<file path="src/rtl/spi_master_apb_regs_if.sv">
// APB3 completer-side bus bundle for the SPI master register block.
// The master drives address/control, the slave returns data/ready/error.
interface spi_master_apb_regs_if #(
  parameter int AW = 12
);
  logic [AW-1:0] PADDR;
  logic [31:0]   PWDATA;
  logic          PWRITE;
  logic          PSEL;
  logic          PENABLE;
  logic [31:0]   PRDATA;
  logic          PREADY;
  logic          PSLVERR;

  modport master (
    output PADDR, PWDATA, PWRITE, PSEL, PENABLE,
    input  PRDATA, PREADY, PSLVERR
  );

  modport slave (
    input  PADDR, PWDATA, PWRITE, PSEL, PENABLE,
    output PRDATA, PREADY, PSLVERR
  );
endinterface

</file>
<file path="src/rtl/spi_master_apb_regs.sv">
// APB register front-end for the SPI master: config regs, FIFO
// access with wait states and timeout, busy lock and interrupts.
module spi_master_apb_regs #(
  parameter int APB_ADDR_WIDTH = 12,
  parameter int NUM_CS         = 4,
  parameter int CLKDIV_W       = 8,
  parameter int TIMEOUT_CYCLES = 256
) (
  input  logic                HCLK,
  input  logic                HRESETn,
  spi_master_apb_regs_if.slave apb,
  input  logic [31:0]         spi_status,
  output logic [CLKDIV_W-1:0] spi_clk_div,
  output logic                spi_clk_div_valid,
  output logic [31:0]         spi_cmd,
  output logic [31:0]         spi_addr,
  output logic [5:0]          spi_cmd_len,
  output logic [5:0]          spi_addr_len,
  output logic [15:0]         spi_data_len,
  output logic [15:0]         spi_dummy_rd,
  output logic [15:0]         spi_dummy_wr,
  output logic [NUM_CS-1:0]   spi_csreg,
  output logic                spi_rd,
  output logic                spi_wr,
  output logic                spi_qrd,
  output logic                spi_qwr,
  output logic                spi_swrst,
  output logic [31:0]         spi_data_tx,
  output logic                spi_data_tx_valid,
  input  logic                spi_data_tx_ready,
  input  logic [31:0]         spi_data_rx,
  input  logic                spi_data_rx_valid,
  output logic                spi_data_rx_ready,
  output logic                irq
);

  localparam logic [3:0] A_STATUS  = 4'd0;
  localparam logic [3:0] A_CMD     = 4'd1;
  localparam logic [3:0] A_CLKDIV  = 4'd2;
  localparam logic [3:0] A_SPICMD  = 4'd3;
  localparam logic [3:0] A_SPIADR  = 4'd4;
  localparam logic [3:0] A_SPILEN  = 4'd5;
  localparam logic [3:0] A_SPIDUM  = 4'd6;
  localparam logic [3:0] A_TXFIFO  = 4'd7;
  localparam logic [3:0] A_RXFIFO  = 4'd8;
  localparam logic [3:0] A_IRQEN   = 4'd9;
  localparam logic [3:0] A_IRQPEND = 4'd10;

  localparam int WCW =
    (TIMEOUT_CYCLES > 2) ? $clog2(TIMEOUT_CYCLES) : 1;
  localparam logic [WCW-1:0] TMO_LAST =
    WCW'((TIMEOUT_CYCLES > 0) ? TIMEOUT_CYCLES - 1 : 0);

  typedef enum logic {
    IDLE = 1'b0,
    WAIT = 1'b1
  } state_e;

  state_e               state_q;
  logic [WCW-1:0]       wcnt_q;

  logic [CLKDIV_W-1:0]  clk_div_q;
  logic                 div_vld_q;
  logic [31:0]          cmd_q;
  logic [31:0]          adr_q;
  logic [5:0]           cmd_len_q;
  logic [5:0]           adr_len_q;
  logic [15:0]          data_len_q;
  logic [15:0]          dum_rd_q;
  logic [15:0]          dum_wr_q;
  logic [NUM_CS-1:0]    cs_q;
  logic [4:0]           pulse_q;
  logic [1:0]           irq_en_q;
  logic [1:0]           pend_q;
  logic [1:0]           pend_d;
  logic                 busy_q;
  logic                 irq_q;

  logic [3:0]  addr;
  logic [15:0] sel;
  logic        access;
  logic        wr;
  logic        busy;
  logic        mapped;
  logic        is_ro;
  logic        is_wo;
  logic        locked;
  logic        acc_err;
  logic        tx_acc;
  logic        rx_acc;
  logic        fifo_acc;
  logic        fifo_rdy;
  logic        tmo;
  logic        pready;
  logic        wr_ok;
  logic        rd_ok;
  logic [1:0]  pend_set;
  logic [1:0]  pend_clr;
  logic [31:0] rdata;
  logic        unused_paddr;

  assign addr   = apb.PADDR[5:2];
  assign sel    = 16'b1 << addr;
  assign access = apb.PSEL & apb.PENABLE;
  assign wr     = apb.PWRITE;
  assign busy   = spi_status[0];

  assign mapped = ~|sel[15:11];
  assign is_ro  = sel[A_STATUS] | sel[A_RXFIFO];
  assign is_wo  = sel[A_CMD] | sel[A_TXFIFO];

  // swrst alone is never locked so a hung controller can be recovered
  assign locked = busy & wr &
                  (sel[A_CLKDIV] | sel[A_SPICMD] | sel[A_SPIADR] |
                   sel[A_SPILEN] | sel[A_SPIDUM] |
                   (sel[A_CMD] & |apb.PWDATA[3:0]));

  assign acc_err = ~mapped | (wr & is_ro) | (~wr & is_wo) | locked;

  assign tx_acc   = access & wr & sel[A_TXFIFO];
  assign rx_acc   = access & ~wr & sel[A_RXFIFO];
  assign fifo_acc = tx_acc | rx_acc;
  assign fifo_rdy = tx_acc ? spi_data_tx_ready : spi_data_rx_valid;

  assign tmo = (TIMEOUT_CYCLES != 0) & fifo_acc & ~fifo_rdy &
               (wcnt_q == TMO_LAST);

  assign pready = ~fifo_acc | fifo_rdy | tmo;
  assign wr_ok  = access & wr & ~acc_err & ~fifo_acc;
  assign rd_ok  = access & ~wr & ~acc_err;

  always_comb begin
    rdata = '0;
    if (rd_ok) begin
      unique case (1'b1)
        sel[A_STATUS]:  rdata = spi_status;
        sel[A_CLKDIV]:  rdata = 32'(clk_div_q);
        sel[A_SPICMD]:  rdata = cmd_q;
        sel[A_SPIADR]:  rdata = adr_q;
        sel[A_SPILEN]:  rdata = {data_len_q, 2'b0, adr_len_q,
                                 2'b0, cmd_len_q};
        sel[A_SPIDUM]:  rdata = {dum_wr_q, dum_rd_q};
        sel[A_RXFIFO]:  rdata = spi_data_rx_valid ? spi_data_rx : '0;
        sel[A_IRQEN]:   rdata = {30'b0, irq_en_q};
        sel[A_IRQPEND]: rdata = {30'b0, pend_q};
        default:        rdata = '0;
      endcase
    end
  end

  // bus-facing strobes are cut by reset so an aborted access has no effect
  assign apb.PRDATA  = HRESETn ? rdata : '0;
  assign apb.PREADY  = HRESETn & pready;
  assign apb.PSLVERR = HRESETn & access & (acc_err | tmo);

  assign spi_data_tx       = apb.PWDATA;
  assign spi_data_tx_valid = HRESETn & tx_acc & ~tmo;
  assign spi_data_rx_ready = HRESETn & rx_acc & spi_data_rx_valid & ~tmo;

  assign pend_set = {access & tmo, busy_q & ~busy};
  assign pend_clr = (wr_ok & sel[A_IRQPEND]) ? apb.PWDATA[1:0] : 2'b0;
  assign pend_d   = (pend_q & ~pend_clr) | pend_set;

  always_ff @(posedge HCLK or negedge HRESETn) begin
    if (!HRESETn) begin
      state_q <= IDLE;
      wcnt_q  <= '0;
    end else begin
      unique case (state_q)
        IDLE: begin
          if (fifo_acc & ~pready) begin
            state_q <= WAIT;
            wcnt_q  <= wcnt_q + 1'b1;
          end else begin
            wcnt_q  <= '0;
          end
        end
        WAIT: begin
          if (~fifo_acc | pready) begin
            state_q <= IDLE;
            wcnt_q  <= '0;
          end else begin
            wcnt_q  <= wcnt_q + 1'b1;
          end
        end
        default: begin
          state_q <= IDLE;
          wcnt_q  <= '0;
        end
      endcase
    end
  end

  always_ff @(posedge HCLK or negedge HRESETn) begin
    if (!HRESETn) begin
      clk_div_q  <= '0;
      div_vld_q  <= 1'b0;
      cmd_q      <= '0;
      adr_q      <= '0;
      cmd_len_q  <= '0;
      adr_len_q  <= '0;
      data_len_q <= '0;
      dum_rd_q   <= '0;
      dum_wr_q   <= '0;
      cs_q       <= '0;
      pulse_q    <= '0;
      irq_en_q   <= '0;
      pend_q     <= '0;
      busy_q     <= 1'b0;
      irq_q      <= 1'b0;
    end else begin
      pulse_q   <= '0;
      div_vld_q <= 1'b0;
      busy_q    <= busy;
      pend_q    <= pend_d;
      irq_q     <= |(pend_q & irq_en_q);
      if (wr_ok) begin
        unique case (1'b1)
          sel[A_CMD]: begin
            pulse_q <= apb.PWDATA[4:0];
            cs_q    <= apb.PWDATA[8 +: NUM_CS];
          end
          sel[A_CLKDIV]: begin
            clk_div_q <= apb.PWDATA[CLKDIV_W-1:0];
            div_vld_q <= 1'b1;
          end
          sel[A_SPICMD]: cmd_q <= apb.PWDATA;
          sel[A_SPIADR]: adr_q <= apb.PWDATA;
          sel[A_SPILEN]: begin
            cmd_len_q  <= apb.PWDATA[5:0];
            adr_len_q  <= apb.PWDATA[13:8];
            data_len_q <= apb.PWDATA[31:16];
          end
          sel[A_SPIDUM]: begin
            dum_rd_q <= apb.PWDATA[15:0];
            dum_wr_q <= apb.PWDATA[31:16];
          end
          sel[A_IRQEN]: irq_en_q <= apb.PWDATA[1:0];
          default: ;
        endcase
      end
    end
  end

  assign spi_clk_div       = clk_div_q;
  assign spi_clk_div_valid = div_vld_q;
  assign spi_cmd           = cmd_q;
  assign spi_addr          = adr_q;
  assign spi_cmd_len       = cmd_len_q;
  assign spi_addr_len      = adr_len_q;
  assign spi_data_len      = data_len_q;
  assign spi_dummy_rd      = dum_rd_q;
  assign spi_dummy_wr      = dum_wr_q;
  assign spi_csreg         = cs_q;
  assign {spi_swrst, spi_qwr, spi_qrd, spi_wr, spi_rd} = pulse_q;
  assign irq               = irq_q;

  assign unused_paddr = ^{apb.PADDR[APB_ADDR_WIDTH-1:6], apb.PADDR[1:0]};

endmodule

</file>
<file path="src/flat_wrapper.sv">
// flat-port wrapper written by rule: the top's interface ports become plain ports
module spi_master_apb_regs_flat 
#(
  parameter int APB_ADDR_WIDTH = 12,
  parameter int NUM_CS         = 4,
  parameter int CLKDIV_W       = 8,
  parameter int TIMEOUT_CYCLES = 256
)
  (HCLK, HRESETn, spi_status, spi_clk_div, spi_clk_div_valid, spi_cmd, spi_addr, spi_cmd_len, spi_addr_len, spi_data_len, spi_dummy_rd, spi_dummy_wr, spi_csreg, spi_rd, spi_wr, spi_qrd, spi_qwr, spi_swrst, spi_data_tx, spi_data_tx_valid, spi_data_tx_ready, spi_data_rx, spi_data_rx_valid, spi_data_rx_ready, irq, apb_PADDR, apb_PWDATA, apb_PWRITE, apb_PSEL, apb_PENABLE, apb_PRDATA, apb_PREADY, apb_PSLVERR);
  spi_master_apb_regs_if #(.AW(12)) apb_i ();
  input  logic HCLK;
  input  logic HRESETn;
  input  logic [31:0] spi_status;
  output logic [CLKDIV_W-1:0] spi_clk_div;
  output logic spi_clk_div_valid;
  output logic [31:0] spi_cmd;
  output logic [31:0] spi_addr;
  output logic [5:0] spi_cmd_len;
  output logic [5:0] spi_addr_len;
  output logic [15:0] spi_data_len;
  output logic [15:0] spi_dummy_rd;
  output logic [15:0] spi_dummy_wr;
  output logic [NUM_CS-1:0] spi_csreg;
  output logic spi_rd;
  output logic spi_wr;
  output logic spi_qrd;
  output logic spi_qwr;
  output logic spi_swrst;
  output logic [31:0] spi_data_tx;
  output logic spi_data_tx_valid;
  input  logic spi_data_tx_ready;
  input  logic [31:0] spi_data_rx;
  input  logic spi_data_rx_valid;
  output logic spi_data_rx_ready;
  output logic irq;
  input wire logic [$bits(apb_i.PADDR)-1:0] apb_PADDR;
  input wire logic [$bits(apb_i.PWDATA)-1:0] apb_PWDATA;
  input wire logic [$bits(apb_i.PWRITE)-1:0] apb_PWRITE;
  input wire logic [$bits(apb_i.PSEL)-1:0] apb_PSEL;
  input wire logic [$bits(apb_i.PENABLE)-1:0] apb_PENABLE;
  output wire logic [$bits(apb_i.PRDATA)-1:0] apb_PRDATA;
  output wire logic [$bits(apb_i.PREADY)-1:0] apb_PREADY;
  output wire logic [$bits(apb_i.PSLVERR)-1:0] apb_PSLVERR;
  assign apb_i.PADDR = apb_PADDR;
  assign apb_i.PWDATA = apb_PWDATA;
  assign apb_i.PWRITE = apb_PWRITE;
  assign apb_i.PSEL = apb_PSEL;
  assign apb_i.PENABLE = apb_PENABLE;
  assign apb_PRDATA = apb_i.PRDATA;
  assign apb_PREADY = apb_i.PREADY;
  assign apb_PSLVERR = apb_i.PSLVERR;
  spi_master_apb_regs #(.APB_ADDR_WIDTH(APB_ADDR_WIDTH), .NUM_CS(NUM_CS), .CLKDIV_W(CLKDIV_W), .TIMEOUT_CYCLES(TIMEOUT_CYCLES)) u_core (.HCLK(HCLK), .HRESETn(HRESETn), .apb(apb_i), .spi_status(spi_status), .spi_clk_div(spi_clk_div), .spi_clk_div_valid(spi_clk_div_valid), .spi_cmd(spi_cmd), .spi_addr(spi_addr), .spi_cmd_len(spi_cmd_len), .spi_addr_len(spi_addr_len), .spi_data_len(spi_data_len), .spi_dummy_rd(spi_dummy_rd), .spi_dummy_wr(spi_dummy_wr), .spi_csreg(spi_csreg), .spi_rd(spi_rd), .spi_wr(spi_wr), .spi_qrd(spi_qrd), .spi_qwr(spi_qwr), .spi_swrst(spi_swrst), .spi_data_tx(spi_data_tx), .spi_data_tx_valid(spi_data_tx_valid), .spi_data_tx_ready(spi_data_tx_ready), .spi_data_rx(spi_data_rx), .spi_data_rx_valid(spi_data_rx_valid), .spi_data_rx_ready(spi_data_rx_ready), .irq(irq));
endmodule
</file>
<file path="config.mk">
export PLATFORM = sky130hd
export DESIGN_NAME = spi_master_apb_regs_flat
export DESIGN_NICKNAME = d
export VERILOG_FILES = /design/src/rtl/spi_master_apb_regs_if.sv /design/src/rtl/spi_master_apb_regs.sv /design/src/flat_wrapper.sv
export SDC_FILE = /design/constraint.sdc
export NUM_CORES = 1
export LEC_CHECK = 0
export CORE_ASPECT_RATIO = 1.25
export CORE_MARGIN = 2
export CORE_UTILIZATION = 40
export DETAILED_ROUTE_END_ITERATION = 8
export PLACE_DENSITY = 0.79
export SLEW_MARGIN = 5
export SYNTH_ARGS = -nofsm -noshare
export SYNTH_HDL_FRONTEND = slang
export SYNTH_SLANG_ARGS = --single-unit
</file>
<file path="constraint.sdc">
create_clock -name HCLK -period 4.3 [get_ports HCLK]
set_clock_uncertainty 0.1 [all_clocks]
set_input_delay 0.43 -clock HCLK [delete_from_list [all_inputs] [get_ports HCLK]]
set_output_delay 0.43 -clock HCLK [all_outputs]
set_load 0.02 [all_outputs]
</file>
======== Yosys cells after proc, flatten, opt, wreduce, memory -nomap -nowiden ========
Cells that the tools add are included.
storage, ports and cells
  flip-flop bits (word level) ............. 157
  input bits .............................. 115
  output and inout port bits .............. 211
  word-level logic and storage cells ...... 100
cells by class
  equality and inequality tests ........... 1
  bitwise operators ....................... 54
  reduce and logical (&&, ||, !) cells .... 10
  mux-type cells .......................... 16
  shift-type cells ........................ 1
  $add $sub $neg .......................... 1
operators with widths
  kind                                                                 number
  32-bit case mux with 9 select lines                                  1
  32-bit two-way mux                                                   3
  1-bit bitwise AND                                                    27
  8-bit two-way mux                                                    2
  8-bit case mux with 2 select lines                                   1
  1-bit by 4-bit left shift with 16-bit output (first input constant)  1
  1-bit bitwise OR                                                     15
  2-bit AND reduction                                                  7
  5-bit two-way mux                                                    2
  8-bit by 1-bit adder with 8-bit output (second input constant)       1
  8-bit == test (second input constant)                                1
  1-bit inverter                                                       8
  1-bit two-way mux                                                    5
  5-bit OR reduction                                                   1
  2-bit bitwise AND                                                    2
  4-bit OR reduction                                                   1
  2-bit two-way mux                                                    1
  2-bit inverter                                                       1
  2-bit bitwise OR                                                     1
  1-bit case mux with 2 select lines                                   1
  2-bit OR reduction                                                   1

======== Logic depth before layout (Yosys ltp) ========
  depth in word-level cells ............... 16
  depth in mapped cells ................... 7
  depth with buffers taken out ............ 5

======== Worst setup path before layout ========
Ideal clock, no wire load.
  path type ............................... in2out
  start point ............................. in apb_PADDR[5]
  end point ............................... out apb_PSLVERR
  buffers on the path ..................... 1
  arrival ................................. 2.219 ns
  slack ................................... 1.551 ns
  required time ........................... 3.770 ns
  stages .................................. 5
  path through ............................ buf_2 or4b_2 o32ai_1 or3b_2 a31oi_1
on the way
  word-level cells in the longest chain between the ends .. 10
  elaborated cells between the ends (all ways) .. 25
  those cells by class .................... 1 x shift; 1 x mux; 22 x bitwise; 1 x reduce/logical
ends and longest elaborated chain
  item                                              RTL line                    RTL
  start: declaration                                flat_wrapper.sv:36          input wire logic [$bits(apb_i.PADDR)-1:0] apb_PADDR;
  1-bit by 4-bit left shift with 16-bit output (*)  spi_master_apb_regs.sv:103  assign sel = 16'b1 << addr;
  1-bit bitwise OR (3 in a row)                     spi_master_apb_regs.sv:114  (sel[A_CLKDIV] | sel[A_SPICMD] | sel[A_SPIADR] |
  1-bit bitwise OR (2 in a row)                     spi_master_apb_regs.sv:115  sel[A_SPILEN] | sel[A_SPIDUM] |
  1-bit bitwise AND                                 spi_master_apb_regs.sv:113  assign locked = busy & wr &
  1-bit bitwise OR                                  spi_master_apb_regs.sv:118  assign acc_err = ~mapped | (wr & is_ro) | (~wr & is_wo) | locked;
  1-bit bitwise OR (*)                              spi_master_apb_regs.sv:154  assign apb.PSLVERR = HRESETn & access & (acc_err | tmo);
  1-bit bitwise AND (*)                             spi_master_apb_regs.sv:154
  end: declaration                                  flat_wrapper.sv:43          output wire logic [$bits(apb_i.PSLVERR)-1:0] apb_PSLVERR;
Every way passes the cells marked *; elsewhere a longest branch is shown, timed or not.

======== Worst setup path in the final report ========
  start point ............................. in apb_PADDR[3]
  end point ............................... out apb_PSLVERR
The elaborated chain is that of the path after synthesis.

==> metrics.md <==
| Metric | Value |
|---|---|
| Clock transition at path regs | 0.06 ns |
| Htree depth | 4 |
| FF-to-FF End | u_core.pend_q[1]$_DFF_PN0_ |
| I/O Buffers | approximately 320 |
| Worst path bufs/invs | 2 |
| DRC | 0 |
| Synth top area share | 0.5265 |
| RePlAce Congestion | approximately 0.9 |
| Highest cell delay on the worst timing path | 0.72 ns |
| CP cell instances | clkdlybuf4s50_1, or4b_2, o32ai_1, or3b_2, a31oi_1, clkdlybuf4s50_1 |
| Maximum vdd drop | approximately 0.23 mV |
| Reg2Reg Depth | 5 |
| Crit Path Class | in -> out |
| Die Y | 156.2 um |
| Width of the die | 125.8 um |
| RSZ-0062 raised after global routing | no |
| Fillers | about 1500 |
| CP arrival | 3.36 ns |
| Sequential Power Share | 0.404 |
| Max-slew violations | 0 |
| Ys async rst share | 1.000 |
| Most common cell in the synthesized netlist | dfrtp_1 |
| Die area | 19650 sq um |
| CORE AREA | 18170 sq um |
| Internal reg-to-reg setup slack | 2.57 ns |
| HP Class | in -> async |
| Max_cap viols | 0 |
| Period utilization | 0.9046 |
| Routed len/inst | 23.46 um |
| Syn Area/Cell | between 10 and 15 sq um |
| Final setup fails | 0 |
| Status | finished clean |
| First-pass GRT wire length | 39930 um |
| Synth Flop Type | dfrtp_1 |
| Initial core utilization | 0.4081 |
| CTS root buf | clkbuf_16 |
| Yosys reg bits | 156 |
| Diode count | 0 |
| Int Pwr | 3.098 mW |
| DP Wirelength | 18170 um |
| CTS tree | yes |
| Logic pwr share | 0.219 |
| CP Max Fanout | 7 |
| Slew headroom | 0.2675 |
| Post-synthesis instance total | 574 |
| Later-pin clock latency in the skew report | 0.42 ns |
| Via Count | 6434 |
| Pwr per Cell Area | 379.1 nW/um^2 |
| Remaining global-route overflow | 0 |
| Leakage | 4.740 nW |
| Startpoint types | primary input |
| Number of I/O pins | 326 |
| TNS Setup | 0 ns |
| GRT Total Usage | 0.2651 |
| Number of synthesized flops with an enable pin | 0 |
| Top post-synthesis cells by area | dfrtp_1 (53%), mux2_2 (21%), a222oi_1 (7.0%) |
| Via density | 5.786 |
| Switch Pwr | 1.226 mW |
| Nets | 987 |
| Share of layout cells above drive strength 1 | 0.2489 |
| Post-Syn Nets | 690 |
| Post-synth cell types | 53 |
| Max Root-Sink Buffers | 2 |
| Number of buffers created by CTS | 17 |
| Vias in the first global route | 6743 |
| Antenna violations before repair | 0 |
| Worst Tran Pin Value | 1.096 ns |
| Crit-path leading delay family | simple AND/OR/NAND/NOR gates |
| Switching share of power | 0.2835 |
| FP Rows | 55 |
| Sink Count | between 150 and 200 |
| Fin util | 0.6278 |
| Crit. End Element | primary output |
| Initial DRT Pass Iterations | 7 |
| Drt total wl | 26090 um |
| Synth top cells by count | dfrtp_1 (156), mux2_2 (137), a222oi_1 (52) |
| Power Total | 4.324 mW |
| Initial DRC count | approximately 610 |
| Sequential share of the synthesized area | 0.5265 |
| Post-CTS sizing | 0 |
| Ys Warns | 0 |
| Cell Area, Synth | ~7400 sq um |
| Final min period | roughly 3.9 ns |
| Reg2reg start | u_core.wcnt_q[0]$_DFF_PN0_ |
| Area grow syn2layout | 53.81% |
| Largest net degree at the start of global routing | 73 |
| Synth area leader | dfrtp_1 |
| Antenna Violating Nets Remaining | 0 |
| CP max-delay cell | or4b_2 |
| Fmax | 257.1 MHz |
| Crit-path most repeated cell | clkdlybuf4s50_1 |
| Final Hold Viols | 0 |
| CP Data Required Time | 3.77 ns |
| Clock power share | 0.377 |
-- flip-flops by register name (all words and copies together), names as in the netlist --
register                  count
u_core.spi_cmd_len            6
u_core.spi_dummy_wr          16
u_core.spi_addr_len           6
u_core.wcnt_q                 8
u_core.pend_q                 2
u_core.spi_data_len          16
u_core.spi_dummy_rd          16
u_core.spi_csreg              4
u_core.spi_addr              32
u_core.spi_clk_div            8
u_core.irq                    1
u_core.busy_q                 1
u_core.pulse_q                5
u_core.spi_cmd               32
u_core.irq_en_q               2
u_core.spi_clk_div_valid      1
-- kinds of logic after synthesis --
logic type / share of synthesized area
muxes: 0.2123
buffers and inverters: 0.06092
AOI/OAI and AO/OA: 0.1303
and+or+nand+nor: 0.06007
DFF: 0.5265
adders and majority gates: 0.001687
xor gates and xnor gates: 0.008269
-- power groups by stage --
stage / combinational, mW / sequential, mW / clock [mW]
CTS: 0.954 / 1.74 / 1.66
floorplan: 0.235 / 1.92 / 0
detailed placement: 0.947 / 1.77 / 0
global route: 0.995 / 1.77 / 1.72
global placement: 0.937 / 1.76 / 0
finish: 0.948 / 1.75 / 1.63
-- cell type report --
| cell class | count | area [sq um] | share of cell area |
|---|---|---|---|
| timing repair buffer | 350 | 3450 | 0.3025 |
| inverter | 4 | 15.01 | 0.001317 |
| tap | 228 | 285.3 | 0.02501 |
| clock inverter | 15 | 211.5 | 0.01854 |
| sequential | 156 | 3904 | 0.3423 |
| clock buffer | 17 | 425.4 | 0.03730 |
| multi-input combinational | 342 | 3114 | 0.2731 |
-- metal layers --
metal  GRT usage  part of all wire  vias to the layer above
met5           0                 0                        -
met4      0.1172             0.029                        0
met3     0.06325             0.076                       51
met2      0.4414              0.50                      338
met1      0.3297              0.39                     3253
li1            -                 -                     2792
-- cells in the final DEF (no fill, tap or decap), types with 3 or more instances in the layout --
cell type	count
a31oi_1	9
a22o_1	3
inv_1	4
buf_4	30
inv_6	3
and2_1	8
nand2_1	16
xor2_1	3
nor2_1	13
dfrtp_1	156
a222oi_1	52
o21ai_0	3
nor3b_4	3
nand3_1	5
bufinv_16	4
clkbuf_16	17
clkdlybuf4s50_1	316
mux2_2	137
xnor2_1	4
a21oi_1	26
a22oi_1	13
nor2b_1	4
-- worst register-to-register path: cells and delay by family, from the launching register on --
kind          cells  cell delay [ns]
flops             1             0.39
fa+ha+maj         1             0.23
simple gates      4             0.96
-- how the worst max path moves through the flow --
stage                       from             end  slack, ns  cells past startpoint
floorplan           apb_PADDR[5]     apb_PSLVERR       1.55                      5
global placement    apb_PADDR[3]     apb_PSLVERR       0.44                      6
detailed placement  apb_PADDR[3]     apb_PSLVERR       0.46                      6
CTS                      HRESETn  apb_PRDATA[17]       0.41                      7
global route             HRESETn  apb_PRDATA[17]       0.29                      7
finish              apb_PADDR[3]     apb_PSLVERR       0.41                      6
-- repair_timing --
action	in CTS	in global routing
endpoints found under the hold margin	35	0
hold buffers	1	0
buffers inserted	0	0
-- per-stage QoR --
| stage | hold slack, ns | cell area (sq um) | setup WS (ns) | cells |
|---|---|---|---|---|
| global route | 0.3917 | 11400 | 0.2912 | 1112 |
| floorplan | 0.03441 | 7415 | 1.551 | 574 |
| CTS | 0.3675 | 11400 | 0.4115 | 1112 |
| global placement | 0.2466 | 10760 | 0.4450 | 1079 |
| finish | 0.3705 | 11400 | 0.4103 | 1112 |
| detailed placement | 0.2504 | 10760 | 0.4616 | 1079 |
No activity file was read; power rests on OpenSTA's default activity.
